**src/rtl/pong_vga_renderer.sv**
```systemverilog
// Pong display back end: VGA raster timing, per-frame position snapshot, per-pixel colour.
// Define PONG_WALL_DRAW_EN to draw the grey border wall.
module pong_vga_renderer #(
  parameter int unsigned CLK_DIV      = 2,
  parameter int unsigned H_ACTIVE     = 640,
  parameter int unsigned H_FP         = 16,
  parameter int unsigned H_SYNC       = 96,
  parameter int unsigned H_BP         = 48,
  parameter int unsigned V_ACTIVE     = 480,
  parameter int unsigned V_FP         = 10,
  parameter int unsigned V_SYNC       = 2,
  parameter int unsigned V_BP         = 33,
  parameter int unsigned PADDLE1_L    = 39,
  parameter int unsigned PADDLE1_R    = 49,
  parameter int unsigned PADDLE2_L    = 590,
  parameter int unsigned PADDLE2_R    = 600,
  parameter int unsigned PADDLE_LEN   = 50,
  parameter int unsigned BALL_SIZE    = 10,
`ifdef PONG_WALL_DRAW_EN
  parameter int unsigned WALL_W       = 10,
`endif
  parameter int unsigned FLASH_FRAMES = 30
) (
  input  logic       clk,
  input  logic       rst,
  input  logic [9:0] ball_x,
  input  logic [9:0] ball_y,
  input  logic [9:0] paddle1_y,
  input  logic [9:0] paddle2_y,
  input  logic       miss1,
  input  logic       miss2,
  output logic       hsync,
  output logic       vsync,
  output logic [3:0] red,
  output logic [3:0] green,
  output logic [3:0] blue,
  output logic       video_on,
  output logic [9:0] pixel_x,
  output logic [9:0] pixel_y,
  output logic       frame_tick
);

  localparam int unsigned H_TOTAL  = H_ACTIVE + H_FP + H_SYNC + H_BP;
  localparam int unsigned V_TOTAL  = V_ACTIVE + V_FP + V_SYNC + V_BP;
  localparam int unsigned H_SYNC_S = H_ACTIVE + H_FP;
  localparam int unsigned H_SYNC_E = H_SYNC_S + H_SYNC;
  localparam int unsigned V_SYNC_S = V_ACTIVE + V_FP;
  localparam int unsigned V_SYNC_E = V_SYNC_S + V_SYNC;
  localparam int unsigned DIV_W    = (CLK_DIV > 1) ? $clog2(CLK_DIV) : 1;
  localparam int unsigned FL_W     = $clog2(FLASH_FRAMES + 1);

  logic [DIV_W-1:0] div_q, div_d;
  logic [9:0]       h_q, h_d, v_q, v_d;
  logic [9:0]       sbx_q, sbx_d, sby_q, sby_d, sp1_q, sp1_d, sp2_q, sp2_d;
  logic [FL_W-1:0]  flash_q, flash_d;
  logic             hsync_q, hsync_d, vsync_q, vsync_d;
  logic             video_on_q, video_on_d, frame_tick_q, frame_tick_d;
  logic [11:0]      rgb_q, rgb_d, pix_rgb;
  logic [9:0]       pixel_x_q, pixel_x_d, pixel_y_q, pixel_y_d;
  logic             pix_tick, h_wrap, frame_evt, active;
  logic             ball_hit, pad1_hit, pad2_hit;
  logic [10:0]      h_e, v_e;
`ifdef PONG_WALL_DRAW_EN
  logic             wall_hit;
`endif

  // Pixel divider and raster counters
  always_comb begin
    pix_tick  = (div_q == DIV_W'(CLK_DIV - 1));
    h_wrap    = (h_q == 10'(H_TOTAL - 1));
    frame_evt = pix_tick && h_wrap && (v_q == 10'(V_ACTIVE - 1));
    div_d     = pix_tick ? '0 : div_q + DIV_W'(1);
    h_d       = h_q;
    v_d       = v_q;
    if (pix_tick) begin
      h_d = h_wrap ? '0 : h_q + 10'd1;
      if (h_wrap) v_d = (v_q == 10'(V_TOTAL - 1)) ? '0 : v_q + 10'd1;
    end
  end

  // Snapshot at vblank start; a miss reload beats the per-frame decrement
  always_comb begin
    sbx_d   = sbx_q;
    sby_d   = sby_q;
    sp1_d   = sp1_q;
    sp2_d   = sp2_q;
    flash_d = flash_q;
    if (frame_evt) begin
      sbx_d = ball_x;
      sby_d = ball_y;
      sp1_d = paddle1_y;
      sp2_d = paddle2_y;
    end
    if (miss1 || miss2)                 flash_d = FL_W'(FLASH_FRAMES);
    else if (frame_evt && flash_q != '0) flash_d = flash_q - FL_W'(1);
  end

  // Hit tests are 11 bits wide so objects near 1023 never wrap onto row/column 0
  always_comb begin
    h_e      = {1'b0, h_q};
    v_e      = {1'b0, v_q};
    active   = (h_q < 10'(H_ACTIVE)) && (v_q < 10'(V_ACTIVE));
    ball_hit = (h_e >= {1'b0, sbx_q}) && (h_e < {1'b0, sbx_q} + 11'(BALL_SIZE)) &&
               (v_e >= {1'b0, sby_q}) && (v_e < {1'b0, sby_q} + 11'(BALL_SIZE));
    pad1_hit = (h_q >= 10'(PADDLE1_L)) && (h_q <= 10'(PADDLE1_R)) &&
               (v_e >= {1'b0, sp1_q}) && (v_e < {1'b0, sp1_q} + 11'(PADDLE_LEN));
    pad2_hit = (h_q >= 10'(PADDLE2_L)) && (h_q <= 10'(PADDLE2_R)) &&
               (v_e >= {1'b0, sp2_q}) && (v_e < {1'b0, sp2_q} + 11'(PADDLE_LEN));
`ifdef PONG_WALL_DRAW_EN
    wall_hit = (h_q < 10'(WALL_W)) || (h_q >= 10'(H_ACTIVE - WALL_W)) ||
               (v_q < 10'(WALL_W)) || (v_q >= 10'(V_ACTIVE - WALL_W));
`endif
    if (!active)                   pix_rgb = 12'h000;
    else if (ball_hit)             pix_rgb = 12'hFFF;
    else if (pad1_hit)             pix_rgb = 12'h00F;
    else if (pad2_hit)             pix_rgb = 12'h0F0;
`ifdef PONG_WALL_DRAW_EN
    else if (wall_hit)             pix_rgb = 12'h888;
`endif
    else if (flash_q != '0)        pix_rgb = 12'h400;
    else                           pix_rgb = 12'h000;
  end

  // Output stage: all pixel outputs describe the pixel just completed
  always_comb begin
    hsync_d      = hsync_q;
    vsync_d      = vsync_q;
    video_on_d   = video_on_q;
    rgb_d        = rgb_q;
    pixel_x_d    = pixel_x_q;
    pixel_y_d    = pixel_y_q;
    frame_tick_d = frame_evt;
    if (pix_tick) begin
      hsync_d    = !((h_q >= 10'(H_SYNC_S)) && (h_q < 10'(H_SYNC_E)));
      vsync_d    = !((v_q >= 10'(V_SYNC_S)) && (v_q < 10'(V_SYNC_E)));
      video_on_d = active;
      rgb_d      = pix_rgb;
      pixel_x_d  = h_q;
      pixel_y_d  = v_q;
    end
  end

  always_ff @(posedge clk or negedge rst) begin
    if (!rst) begin
      div_q        <= '0;
      h_q          <= '0;
      v_q          <= '0;
      sbx_q        <= 10'd319;
      sby_q        <= 10'd239;
      sp1_q        <= 10'd214;
      sp2_q        <= 10'd214;
      flash_q      <= '0;
      hsync_q      <= 1'b1;
      vsync_q      <= 1'b1;
      video_on_q   <= 1'b0;
      rgb_q        <= '0;
      pixel_x_q    <= '0;
      pixel_y_q    <= '0;
      frame_tick_q <= 1'b0;
    end else begin
      div_q        <= div_d;
      h_q          <= h_d;
      v_q          <= v_d;
      sbx_q        <= sbx_d;
      sby_q        <= sby_d;
      sp1_q        <= sp1_d;
      sp2_q        <= sp2_d;
      flash_q      <= flash_d;
      hsync_q      <= hsync_d;
      vsync_q      <= vsync_d;
      video_on_q   <= video_on_d;
      rgb_q        <= rgb_d;
      pixel_x_q    <= pixel_x_d;
      pixel_y_q    <= pixel_y_d;
      frame_tick_q <= frame_tick_d;
    end
  end

  assign hsync      = hsync_q;
  assign vsync      = vsync_q;
  assign red        = rgb_q[11:8];
  assign green      = rgb_q[7:4];
  assign blue       = rgb_q[3:0];
  assign video_on   = video_on_q;
  assign pixel_x    = pixel_x_q;
  assign pixel_y    = pixel_y_q;
  assign frame_tick = frame_tick_q;

endmodule

```
**config.mk**
```make
export PLATFORM = sky130hd
export DESIGN_NAME = pong_vga_renderer
export DESIGN_NICKNAME = d
export VERILOG_FILES = /design/src/rtl/pong_vga_renderer.sv
export SDC_FILE = /design/constraint.sdc
export NUM_CORES = 1
export LEC_CHECK = 0
export CELL_PAD_IN_SITES_DETAIL_PLACEMENT = 0
export CELL_PAD_IN_SITES_GLOBAL_PLACEMENT = 1
export CORE_MARGIN = 1.5
export CORE_UTILIZATION = 44
export DETAILED_ROUTE_END_ITERATION = 10
export PLACE_DENSITY_LB_ADDON = 0.1
export SYNTH_ARGS = -nofsm -noshare
export SYNTH_HDL_FRONTEND = slang
export SYNTH_SLANG_ARGS = --single-unit
```
**constraint.sdc**
```tcl
create_clock -name clk -period 3.1 [get_ports clk]
set_input_delay 0.465 -clock clk [delete_from_list [all_inputs] [get_ports clk]]
set_output_delay 0.465 -clock clk [all_outputs]
set_load 0.05 [all_outputs]
```
Word level (Yosys, flattened, before mapping)
Index checks and enable logic that the tools add are counted.
Widths: inputs -> output; s select.
Word-level totals
  bits in registers: 102
  output and inout bits: 36
  word-level logic and storage cells: 75
Operators by class
  $add $sub $neg: 8
  $lt $le $gt $ge: 18
  equal/unequal tests: 3
  muxes and demuxes: 10
  reductions and logical operators: 21
Operator list (number)
  $lt 10x11->1: 4
  $ge 10x10->1: 4
  $mux 11: 3
  $mux 12: 2
  $add 10x4->11 const B: 2
  $add 10x6->11 const B: 2
  $add 10x1->10 const B: 2
  $eq 10x10->1 const B: 2
  $ge 10x10->1 const B: 2
  $lt 10x10->1 const B: 2
  $lt 10x9->1 const B: 2
  $mux 10: 2
  $logic_and 1x1->1: 15
  $eq 10x9->1 const B: 1
  $ge 10x6->1 const B: 1
  $ge 10x9->1 const B: 1
  $le 10x10->1 const B: 1
  $le 10x6->1 const B: 1
  $mux 5: 2
  $reduce_bool 5->1: 1
  $sub 5x1->5 const B: 1
  $logic_not 1->1: 2
  $reduce_and 2->1: 1
  $reduce_bool 2->1: 1
  3 further kinds: 3

Depth between registers and ports, before layout
Gate-level depths: netlist (run 1).
  depth in word-level cells: 8
  depth in mapped cells: 12
  depth with buffers taken out: 12

Worst setup path before layout (run 1)
Ideal clock, no wire load.
  path kind: register to register
  start: register sby_q[1]
  end: register rgb_q[10]
  arrival: 2.701 ns
  data required time: 3.033 ns
  setup slack: 0.332 ns
  cell stages (with the launch flop): 13
  buffers on the path: 0
  clock period less this slack: 2.768 ns
  cell sequence: dfstp_2 > ha_1 > o21ai_0 > or3_1 > nor3_1 > xnor2_1 > ha_1 > a21o_1 > a2111oi_0 > o21ai_0 > a22oi_1 > o211a_1 > a221o_1
On the way
  word-level cells in the longest chain between the ends: 5
  elaborated cells between the ends (all ways): 7
  classes of those cells: add/sub (1); order compare (2); mux (2); reduce/logical (2)
RTL lines
  start: declaration: line 54  | logic [9:0] sbx_q, sbx_d, sby_q, sby_d, sp1_q, sp1_d, sp2_q, sp2_d;
  start signal: assignment: line 165  | sby_q <= sby_d;
  $add 10x4->11 or $ge 10x10->1 (tied branches): line 104  | (v_e >= {1'b0, sby_q}) && (v_e < {1'b0, sby_q} + 11'(BALL_SIZE));
  $lt 10x11->1 or $logic_and 1x1->1 (tied branches): line 104, 103
  $logic_and 1x1->1 *: line 104
  $mux 12 *: line 114  | else if (ball_hit) pix_rgb = 12'hFFF;
  $mux 12 *: line 113  | if (!active) pix_rgb = 12'h000;
  end signal: assignment: line 172  | rgb_q <= rgb_d;
  end: declaration: line 58  | logic [11:0] rgb_q, rgb_d, pix_rgb;
Mark *: on every way between the ends. The rest lies on a longest branch, timed or not.
A chain may end at the register's enable or synchronous reset.

Worst setup path in the final report (run 1)
Same ends and word-level chain as after synthesis.

==> out/qor.yml, run 1 <==
status:
  status: "completed"
pwr:
  p_leak_nw: 3.65
  powerDensity_nw_per_um2: 330
  peakVddDrop_v: 0.000323
  finalPower_mw: 2.50
timing:
  fin_crit_sh: 0.933
  setup_ws_ps: 209
  slew_headroom: 0.489
  finalSetupViolCount: 0
  fin_crit_ps: 2890
  hold_viol_final: 0
  max_slew.worst_pin.slew_ps: 747
  maxSlewViolCount: 0
  finClkSkew_ps: 13.1
  finalSetupTns_ps: 0
  rsz0062_at_grt: "no"
  fmax_mhz: 346
grt:
  grt_overflow_total: 0
  grt_use_total: 0.209
  grt_pass1_vias: 4702
  grt_max_degree: 51
  antenna_found_initial: 0
  grt_pass1_wl_um: 23900
routing:
  routed_via_density: 5.38
  first_pass_iters: 4
  vias: 4881
  drtIter0Drc: 198
  drc: 0
  routed_wl_um: 14500
  detail-route-antenna-nets: 0
  avgRoutedWirePerCell_um: 15.9
clocking:
  root_buffer: "clkbuf_16"
  path_clk_slew_ps: 70
  clkLatencyLatePin_ps: 360
  cts_buffers: 9
  cts_resized: 0
  cts_tree: "yes"
  clockBufferDepth: 2
  post_cts_buffers: 0
  numClockSinks: 94
  cts_hold_buf: 0
  h-tree-depth: 3
yosys:
  ys_ff_latch: 94
  ys_warn_count: 0
  netlist_area_um2: 6250
  synth_async_sr_flop_share: 1.00
  synth_cells: 644
  ys_seq_area_frac: 0.382
  avgSynthCellArea_um2: 9.70
  synth_edf_count: 0
  synth_nets: 776
  ys_types: 59
  synthFlopType: "dfrtp_1"
cells_and_area:
  antennaDiodeCount: 0
  layout_common_cells: "ha_1, clkdlybuf4s50_1, nand2_1, dfrtp_1, o21ai_0"
  fillers: 1261
  nNetsFinal: 855
  layout_commonest_cell: "ha_1"
  area.growth.synth_to_final_pct: 21.0
  final_layout_size_suffix_gt1_frac: 0.133
  final_util: 0.545
critical_path:
  slowest_stage: "dfstp_2"
  crit_required_ps: 3390
  path_cells: "ha_1, o21ai_1, or3_4, nor3_2, xnor2_1, ha_1, a21o_1, a2111oi_2, o21ai_1, a22oi_1, o211a_1, a221o_1"
  reg2reg_from: "sby_q[1]"
  critPathKind: "flop to flop"
  startpoint: "sby_q[1]"
  slowest_delay_ps: 560
  cp_max_fo: 4
  worst_setup_path_start_kind: "flop"
  cp.arrival_ps: 3180
  critPathCaptureType: "flop"
floorplanning:
  rows: 43
  start_util: 0.450
  io-pin-count: 80
  die_y_um: 122
  die-area_um2: 14900
  die_w_um: 122
  core_um2: 13900
place:
  io_buffers: 79
  place.gp.congestion: 0.892
  hpwl_um: 10800
  post-place-ws_ps: 95.9
job:
  drv_cap: 0
worst_hold_path:
  min_path_type: "input port to asynchronous set/reset pin"
[metrics by stage]
step	hold slack (ps)	cells	area [um^2]
after global placement	479	892	7230
after CTS	154	908	7550
after floorplan	169	644	6250
after global routing	186	908	7560
after detailed placement	479	892	7230
final	133	908	7560
[sequential cells by signal, indices dropped and copies added (netlist names)]
register    count
div_q           1
flash_q         5
frame_tick      1
h_q            10
hsync           1
pixel_x        10
pixel_y        10
rgb_q           4
sbx_q          10
sby_q          10
sp1_q          10
sp2_q          10
v_q            10
video_on        1
vsync           1
[cells by family after synthesis]
family	count (synthesis)	synth area share
fa+ha+maj	88	0.176
compound gates	142	0.138
mux	26	0.0468
flops	94	0.382
xor+xnor	42	0.0589
simple gates	172	0.139
buf+inv	80	0.0599
[final timing paths]
path	endpoint	slack, ps	cells past startpoint
hold reg to reg	vsync	490	2
setup / recovery	rgb_q[10]	210	12
max in group asynchronous	sby_q[7]	2250	2
min in group clk	vsync	490	2
hold / removal	pixel_x[0]	130	1
setup reg to reg	rgb_q[10]	210	12
[final cells by class]
class / instances / area (um^2) / area share
flip-flops and latches: 94 / 2380 / 0.315
well taps: 180 / 225 / 0.0298
inverters: 54 / 203 / 0.0268
clock inverters: 5 / 65.1 / 0.00860
clock buffers: 11 / 253 / 0.0334
repair buffers: 94 / 926 / 0.122
multi-input cells: 470 / 3510 / 0.464
[worst max-delay path, delay by kind of cell (launching register included)]
family          cells  cell delay [ps]
compound gates      7             1150
xor+xnor            1              140
fa+ha+maj           2              450
flops               1              560
simple gates        2              540
[Yosys cell counts, drive strengths merged, types with 16 or more instances]
master  count  share of area
nor2       26          0.017
ha         88           0.18
nand3      16          0.013
nand2      70          0.042
nor3       16          0.015
xnor2      36          0.050
dfrtp      68           0.27
o21ai      65          0.052
a21oi      21          0.017
mux2       26          0.047
dfstp      26           0.11
inv        54          0.032
[power by group]
part	switching, mW	leakage, nW	internal (mW)
Sequential	0	1.09	1.23
Combinational	0.0330	2.41	0.0506
Clock	0.511	0.156	0.677
Total	0.544	3.65	1.95
[metal layers]
metal  GRT usage  vias up  wire, um
met5           0        -         0
li1            -     2429         -
met4      0.0625        0       225
met3      0.0403       13       425
met2       0.354       84      7010
met1       0.270     2355      6790
Power figures use the tool's default switching activity.
==> inputs of run 2 (changes only) <==
--- a/config.mk
+++ b/config.mk
@@ -10,6 +10,8 @@
 export CORE_MARGIN = 1.5
 export CORE_UTILIZATION = 44
 export DETAILED_ROUTE_END_ITERATION = 10
+export GPL_ROUTABILITY_DRIVEN = 1
+export MAX_ROUTING_LAYER = met4
 export PLACE_DENSITY_LB_ADDON = 0.1
 export SYNTH_ARGS = -nofsm -noshare
 export SYNTH_HDL_FRONTEND = slang
==> out/qor.yml, run 2 (same netlist as run 1, synthesis figures left out) <==
timing:
  fmax_mhz: 346
  fin_crit_sh: 0.932
  hold_viol_final: 0
  finalSetupViolCount: 0
  maxSlewViolCount: 0
  max_slew.worst_pin.slew_ps: 751
  finClkSkew_ps: 13.6
  setup_ws_ps: 210
  slew_headroom: 0.486
  whs_ps: 133
  rsz0062_at_grt: "no"
  fin_crit_ps: 2890
  finalSetupTns_ps: 0
critical_path:
  critPathKind: "flop to flop"
  cp.arrival_ps: 3180
  cp_max_fo: 4
  critPathCaptureType: "flop"
  worst_setup_path_start_kind: "flop"
  crit_required_ps: 3390
cells_and_area:
  area.growth.synth_to_final_pct: 21.0
  final_cell_count_no_fill: 908
  antennaDiodeCount: 0
  layout_commonest_cell: "ha_1"
  nNetsFinal: 855
  final_layout_size_suffix_gt1_frac: 0.133
  final_util: 0.545
  layout_common_cells: "ha_1, clkdlybuf4s50_1, nand2_1, dfrtp_1, o21ai_0"
clocking:
  clkLatencyLatePin_ps: 360
  clockBufferDepth: 2
  cts_hold_buf: 0
  numClockSinks: 94
  h-tree-depth: 3
  post_cts_buffers: 0
  path_clk_slew_ps: 70
  cts_tree: "yes"
  cts_buffers: 9
  root_buffer: "clkbuf_16"
floorplanning:
  io-pin-count: 80
  die_y_um: 122
  rows: 43
  die_w_um: 122
  core_um2: 13900
  start_util: 0.450
  die-area_um2: 14900
grt:
  grt_use_total: 0.215
  antenna_found_initial: 0
  grt_pass1_vias: 4704
  grt_max_degree: 51
  grt_pass1_wl_um: 23900
  grt_overflow_total: 0
place:
  place.gp.congestion: 0.907
  post-place-ws_ps: 95.9
  io_buffers: 79
  dp.cells: 892
  hpwl_um: 10800
pwr:
  peakVddDrop_v: 0.000324
  powerDensity_nw_per_um2: 331
  p_leak_nw: 3.65
routing:
  first_pass_iters: 4
  detail-route-antenna-nets: 0
  routed_via_density: 5.37
  avgRoutedWirePerCell_um: 15.9
  drc: 0
  vias: 4875
  routed_wl_um: 14500
  drtIter0Drc: 224
status:
  status: "completed"
job:
  drv_cap: 0
worst_hold_path:
  min_path_type: "input port to asynchronous set/reset pin"
run 2: cell counts in the layout (fill, tap and decap cells not counted):
No cell type changed its count.
run 2: cell type report:
type,count,area [um^2]
well taps,180,225
clock inverters,5,65.1
multi-input cells,470,3510
repair buffers,94,926
flip-flops and latches,94,2380
clock buffers,11,253
fillers,1261,6320
inverters,54,203
run 2: power by group:
part | switching, mW | leakage, nW | internal [mW] | total, mW
Combinational | 0.0331 | 2.41 | 0.0506 | 0.0837
Sequential | 0 | 1.09 | 1.23 | 1.23
Clock | 0.513 | 0.156 | 0.677 | 1.19
run 2: critical path, stage by stage, from the launching register on:
cell and delay [ps]:
dfstp_2 560, ha_1 190, o21ai_1 100, or3_4 410, nor3_2 130, xnor2_1 140, ha_1 260, a21o_1 210
a2111oi_2 190, o21ai_1 130, a22oi_1 220, o211a_1 190, a221o_1 100
run 2: metrics by stage:
stage	power [mW]	instance area (um^2)
floorplan	1.25	6250
global placement	1.33	7230
detailed placement	1.34	7230
CTS	2.54	7550
global route	2.59	7560
finish	2.50	7560
run 2: routing by layer:
metal,share of wire,GRT usage,vias to the layer above
li1,-,-,2431
met2,0.48,0.354,77
met3,0.031,0.0398,15
met5,0,-,-
met1,0.47,0.270,2352
met4,0.015,0.0625,0
run 2: final timing paths:
check | from | to | slack, ps | cells after the start
worst max-delay path | sby_q[1] | rgb_q[10] | 210 | 12
worst min-delay path | rst | pixel_x[1] | 130 | 1
worst max register to register | sby_q[1] | rgb_q[10] | 210 | 12
worst min register to register | vsync | vsync | 490 | 2
max in group asynchronous | rst | sby_q[7] | 2240 | 2
min in group clk | vsync | vsync | 490 | 2
run 2: what timing repair did:
item / CTS / global route
gates resized for setup: 0 / 5
setup endpoints to repair: 0 / 4
hold endpoints to repair: 0 / 0
==> inputs of run 3 (changes only) <==
--- a/config.mk
+++ b/config.mk
@@ -5,6 +5,7 @@
 export SDC_FILE = /design/constraint.sdc
 export NUM_CORES = 1
 export LEC_CHECK = 0
+export CAP_MARGIN = 20
 export CELL_PAD_IN_SITES_DETAIL_PLACEMENT = 0
 export CELL_PAD_IN_SITES_GLOBAL_PLACEMENT = 1
 export CORE_MARGIN = 1.5
@@ -13,6 +14,7 @@
 export GPL_ROUTABILITY_DRIVEN = 1
 export MAX_ROUTING_LAYER = met4
 export PLACE_DENSITY_LB_ADDON = 0.1
+export SLEW_MARGIN = 40
 export SYNTH_ARGS = -nofsm -noshare
 export SYNTH_HDL_FRONTEND = slang
 export SYNTH_SLANG_ARGS = --single-unit
==> results of run 3 <==
Final layout, timing and power as in run 2 (identical DEF).
